--- config.mk ---
export PLATFORM = sky130hd
export DESIGN_NAME = booth_seq_multiplier_flat
export DESIGN_NICKNAME = d
export VERILOG_FILES = /design/src/rtl/booth_seq_multiplier_pkg.sv /design/src/rtl/booth_seq_multiplier_if.sv /design/src/rtl/booth_seq_multiplier_step.sv /design/src/rtl/booth_seq_multiplier.sv /design/src/flat_wrapper.sv
export SDC_FILE = /design/constraint.sdc
export NUM_CORES = 1
export LEC_CHECK = 0
export ABC_AREA = 0
export CAP_MARGIN = 20
export CORE_UTILIZATION = 52
export DETAILED_ROUTE_END_ITERATION = 10
export MAX_ROUTING_LAYER = met4
export PLACE_DENSITY = 0.81
export SLEW_MARGIN = 30
export SYNTH_ARGS = -nofsm -noshare
export SYNTH_HDL_FRONTEND = slang
export SYNTH_SLANG_ARGS = --single-unit
--- constraint.sdc ---
create_clock -name clk -period 3 [get_ports clk]
set_input_delay 0.75 -clock clk [delete_from_list [all_inputs] [get_ports clk]]
set_output_delay 0.75 -clock clk [all_outputs]
set_load 0.02 [all_outputs]
--- src/rtl/booth_seq_multiplier_pkg.sv ---
// Shared definitions for the sequential Booth multiplier.
// Covers state codes, Booth recoding ops and the iteration-counter width helper.
package booth_seq_pkg;

    localparam logic [1:0] ST_IDLE = 2'd0;
    localparam logic [1:0] ST_RUN  = 2'd1;
    localparam logic [1:0] ST_DONE = 2'd2;

    typedef enum logic [1:0] {
        OP_NOP = 2'd0,
        OP_ADD = 2'd1,
        OP_SUB = 2'd2
    } booth_op_e;

    // The counter has to hold N itself, hence n+1.
    function automatic int count_width(input int n);
        return $clog2(n + 1);
    endfunction

    function automatic booth_op_e booth_decode(input logic q0, input logic q_m1);
        case ({q0, q_m1})
            2'b01:   return OP_ADD;
            2'b10:   return OP_SUB;
            default: return OP_NOP;
        endcase
    endfunction

endpackage

--- src/rtl/booth_seq_multiplier_if.sv ---
// start/busy/done handshake bundle for booth_seq_multiplier.
// The master drives the request and operands; the slave returns status and product.
interface booth_seq_multiplier_if #(
    parameter int N = 4
) ();
    localparam int WIDTH = 2 * N;

    logic             start;
    logic [N-1:0]     multiplicand;
    logic [N-1:0]     multiplier;
    logic             busy;
    logic             done;
    logic [WIDTH-1:0] product;

    modport master (
        output start, multiplicand, multiplier,
        input  busy, done, product
    );

    modport slave (
        input  start, multiplicand, multiplier,
        output busy, done, product
    );
endinterface

--- src/rtl/booth_seq_multiplier_step.sv ---
// One radix-2 Booth iteration: conditional add/subtract of M into acc,
// followed by an arithmetic right shift of {acc, Q, q_m1}.
module booth_step
    import booth_seq_pkg::*;
#(
    parameter int N = 4
) (
    input  logic [N:0]   acc_i,
    input  logic [N-1:0] q_i,
    input  logic         q_m1_i,
    input  logic [N:0]   m_i,
    output logic [N:0]   acc_o,
    output logic [N-1:0] q_o,
    output logic         q_m1_o
);
    booth_op_e    op;
    logic [N:0]   sum;

    assign op = booth_decode(q_i[0], q_m1_i);

    always_comb begin
        sum = acc_i;
        case (op)
            OP_ADD:  sum = acc_i + m_i;
            OP_SUB:  sum = acc_i - m_i;
            default: sum = acc_i;
        endcase
    end

    // acc keeps its sign bit; its LSB falls into the top of Q.
    assign acc_o    = {sum[N], sum[N:1]};
    assign q_o[N-1] = sum[0];
    assign q_m1_o   = q_i[0];

    generate
        for (genvar gi = 0; gi < N - 1; gi++) begin : g_q_shift
            assign q_o[gi] = q_i[gi + 1];
        end
    endgenerate

endmodule

--- src/rtl/booth_seq_multiplier.sv ---
// Iterative radix-2 Booth signed multiplier: N add/shift steps on one datapath,
// sequenced by an IDLE/RUN/DONE FSM behind a start/busy/done handshake.
module booth_seq_multiplier
    import booth_seq_pkg::*;
#(
    parameter int N = 4
) (
    input  logic                   clk,
    input  logic                   rst,
    booth_seq_multiplier_if.slave  bus
);
    localparam int WIDTH = 2 * N;
    localparam int CW    = count_width(N);

    logic [1:0]       state_q,   state_d;
    logic [N:0]       acc_q,     acc_d;
    logic [N:0]       m_q,       m_d;
    logic [N-1:0]     q_q,       q_d;
    logic             q_m1_q,    q_m1_d;
    logic [CW-1:0]    count_q,   count_d;
    logic [WIDTH-1:0] product_q, product_d;
    logic             busy_q,    busy_d;
    logic             done_q,    done_d;

    logic [N:0]       acc_step;
    logic [N-1:0]     q_step;
    logic             q_m1_step;

    booth_step #(
        .N (N)
    ) u_step (
        .acc_i  (acc_q),
        .q_i    (q_q),
        .q_m1_i (q_m1_q),
        .m_i    (m_q),
        .acc_o  (acc_step),
        .q_o    (q_step),
        .q_m1_o (q_m1_step)
    );

    always_comb begin
        state_d   = state_q;
        acc_d     = acc_q;
        m_d       = m_q;
        q_d       = q_q;
        q_m1_d    = q_m1_q;
        count_d   = count_q;
        product_d = product_q;

        case (state_q)
            ST_IDLE, ST_DONE: begin
                if (bus.start) begin
                    // N+1-bit M lets -2^(N-1) be negated without overflow.
                    m_d     = {bus.multiplicand[N-1], bus.multiplicand};
                    q_d     = bus.multiplier;
                    q_m1_d  = 1'b0;
                    acc_d   = '0;
                    count_d = CW'(N);
                    state_d = ST_RUN;
                end else begin
                    state_d = ST_IDLE;
                end
            end
            ST_RUN: begin
                acc_d   = acc_step;
                q_d     = q_step;
                q_m1_d  = q_m1_step;
                count_d = count_q - CW'(1);
                if (count_q == CW'(1)) begin
                    product_d = {acc_step[N-1:0], q_step};
                    state_d   = ST_DONE;
                end
            end
            default: state_d = ST_IDLE;
        endcase

        busy_d = (state_d == ST_RUN);
        done_d = (state_d == ST_DONE);
    end

    always_ff @(posedge clk) begin
        if (rst) begin
            state_q   <= ST_IDLE;
            acc_q     <= '0;
            m_q       <= '0;
            q_q       <= '0;
            q_m1_q    <= 1'b0;
            count_q   <= '0;
            product_q <= '0;
            busy_q    <= 1'b0;
            done_q    <= 1'b0;
        end else begin
            state_q   <= state_d;
            acc_q     <= acc_d;
            m_q       <= m_d;
            q_q       <= q_d;
            q_m1_q    <= q_m1_d;
            count_q   <= count_d;
            product_q <= product_d;
            busy_q    <= busy_d;
            done_q    <= done_d;
        end
    end

    assign bus.busy    = busy_q;
    assign bus.done    = done_q;
    assign bus.product = product_q;

endmodule

--- src/flat_wrapper.sv ---
// flat-port wrapper written by rule: the top's interface ports become plain ports
module booth_seq_multiplier_flat import booth_seq_pkg::*;
#(
    parameter int N = 4
)
  (clk, rst, bus_start, bus_multiplicand, bus_multiplier, bus_busy, bus_done, bus_product);
  booth_seq_multiplier_if #(.N(N)) bus_i ();
  input  logic clk;
  input  logic rst;
  input wire logic [$bits(bus_i.start)-1:0] bus_start;
  input wire logic [$bits(bus_i.multiplicand)-1:0] bus_multiplicand;
  input wire logic [$bits(bus_i.multiplier)-1:0] bus_multiplier;
  output wire logic [$bits(bus_i.busy)-1:0] bus_busy;
  output wire logic [$bits(bus_i.done)-1:0] bus_done;
  output wire logic [$bits(bus_i.product)-1:0] bus_product;
  assign bus_i.start = bus_start;
  assign bus_i.multiplicand = bus_multiplicand;
  assign bus_i.multiplier = bus_multiplier;
  assign bus_busy = bus_i.busy;
  assign bus_done = bus_i.done;
  assign bus_product = bus_i.product;
  booth_seq_multiplier #(.N(N)) u_core (.clk(clk), .rst(rst), .bus(bus_i));
endmodule
==> results.ini <==
[yosys]
async_reset_ff_share_pct = 0
synth_ff_type = dfxtp_1
synth_edf_count = 0
synth_top_area_share_pct = 41.9
syn_area_sq_um = 1340
yosysUniqueCellTypes = 29
mappedNetlistNets = 186
synthCells = 166
ys_warn_count = 0
synth_top_area_cell = dfxtp_1
synth.most_common_cell = nand2_1
synthTopCellsByArea = dfxtp_1 (42%), nand2_1 (8.4%), ha_1 (7.5%), nor2_1 (7.0%), a21oi_1 (5.6%)
syn_area_per_cell_sq_um = 8.06
synth_common_cells = nand2_1 (30), dfxtp_1 (28), nor2_1 (25)
synth_seq_cells = 28
synth_seq_area_share_pct = 41.9

[sta]
slew_violations = 0
setup_viol = 0
rsz0062_at_grt = false
fin_crit_ns = 2.58
fmax_mhz = 387
finClkSkew_ns = 0.00252
period_share_pct = 86.1
hold_viol = 0
finalSetupTns_ns = 0
max_slew.worst_pin.slew_ns = 0.765
max-slew-margin-rel_pct = 48.9

[final_layout]
drive_gt1_share_pct = 6.01
fin_nets = 204
antenna-diode-count = 0
syn2layout_area_growth_pct = 18.2
fin_cells = 213

[placement]
hpwl_microns = 2160
portBuffers = 20
place_inst = 209
place_congestion = 0.883

[die]
die_h_microns = 52.7
initial_utilization_pct = 54.5
die_w_microns = 52.7
dieArea_sq_um = 2780
ioPinCount = 21
std_cell_rows = 18
core-area_sq_um = 2450

[setup_path]
cp_data_required_time_ns = 3.25
cp-start-kind = register
crit_start = u_core.m_q[0]
r2r_start = u_core.m_q[0]
crit_type = reg -> reg
endpoint_kind = register
critPathMaxFanout = 4
reg2regPathDepth = 9
arrival_ns = 2.83

[power_and_ir_drop]
design_power_total_uw = 783
peakVddDrop_mv = 0.429
p_leak_uw = 0.000581
pwr_density_cell_nw_per_um2 = 494

[hold_path]
hold_depth = 2
hold_class = reg -> reg
worst_hold_startpoint = u_core.bus.product[3]

[clock_network]
cts_setup_buffers = 0
cts_made_buffers = 3
cts_tree = built
clk_latency_ns = 0.33
post_cts_resize_count = 0
holdBufCountCts = 0
path_clk_slew_ns = 0.14
clock-root-buffer = clkbuf_4
htree_levels = 1
cts.sinks = 28
cts_buffer_depth = 2

[route]
vias = 1190
antenna_left = 0
wl_per_cell_microns = 13.5
wirelength_microns = 2870
viasPerCell = 5.59
drtIter0Drc = 31
first_pass_iters = 4
drc = 0

[grt]
grt_max_degree = 29
grt_use_total_pct = 24.1
grt-ovfl-total = 0
antenna_found_initial = 0
grt_pass1_wl_microns = 4670
first_global_vias = 1051

[run_status]
status = complete, no violations

[job]
cap_violations = 0

## kinds of logic after synthesis
family                     after synthesis  synth area share, %
and+or+nand+nor                         71                 22.8
AOI/OAI and AO/OA                       34                 16.4
DFF                                     28                 41.9
buffers and inverters                   17                 4.95
adders and majority gates                9                 8.97
xor gates and xnor gates                 4                 2.62
muxes                                    3                 2.34
## path summary, 6_finish.rpt
| path | end | slack, ns |
|---|---|---|
| setup / recovery | u_core.bus.product[7] | 0.42 |
| hold / removal | u_core.bus.product[3] | 0.47 |
| hold reg to reg | u_core.bus.product[3] | 0.47 |
| setup reg to reg | u_core.bus.product[7] | 0.42 |
## final cells by class
class,count,area (sq um)
inverter,9,33.8
fill,219,872
multi-input combinational,121,712
tap,30,37.5
sequential,28,561
timing repair buffer,21,203
clock buffer,4,36.3
## per-layer routing
metal	GRT usage (%)	part of all wire (%)	vias up
met5	-	0	-
met4	10.1	2.0	0
met3	4.35	3.5	7
met2	38.6	50	30
met1	29.6	44	558
li1	-	-	595
## stage by stage
step                hold slack [ns]  worst slack (ns)  util [%]  area (sq um)
floorplan                     0.438             0.612         -          1340
global placement              0.446             0.533      63.2          1550
detailed placement            0.450             0.411      63.2          1550
CTS                           0.471             0.382      64.7          1590
global route                  0.487             0.264      64.5          1580
finish                        0.468             0.418      64.5          1580
## state kept, by name, indices dropped and copies added (netlist names)
name                flops
u_core.acc_q            4
u_core.bus.busy         1
u_core.bus.done         1
u_core.bus.product      8
u_core.count_q          3
u_core.m_q              4
u_core.q_m1_q           1
u_core.q_q              4
u_core.state_q          2
## power breakdown
part | internal (uW) | switching [uW]
Combinational | 83.0 | 108
Sequential | 393 | 16.4
Clock | 74.4 | 108
Total | 550 | 233
## cell usage in the layout, fill, tap and decap left out
master / count
nor2b_1: 3
nand2_1: 30
a311oi_1: 7
xor2_1: 1
a21oi_2: 2
nor2_1: 25
and2_1: 1
nand3_1: 1
ha_1: 8
buf_4: 1
or4_1: 1
o21ai_0: 3
buf_2: 1
mux2_2: 1
a31oi_1: 1
or2_2: 1
or3_1: 2
clkbuf_4: 3
o211ai_1: 1
nor2_2: 1
fa_1: 1
a22oi_1: 4
clkbuf_8: 1
clkdlybuf4s50_1: 19
dfxtp_1: 28
nand2b_1: 5
nor3_1: 1
xnor2_1: 3
inv_1: 9
o21a_1: 1
a21oi_1: 15
mux2i_1: 2
## critical path: stages, from the launching register on
cell	delay, ns
dfxtp_1	0.41
inv_1	0.06
ha_1	0.28
mux2_2	0.29
fa_1	0.46
nand2b_1	0.17
a21oi_2	0.14
xnor2_1	0.12
or3_1	0.32
a311oi_1	0.26
Note: power is estimated with default switching activity, not from simulation.
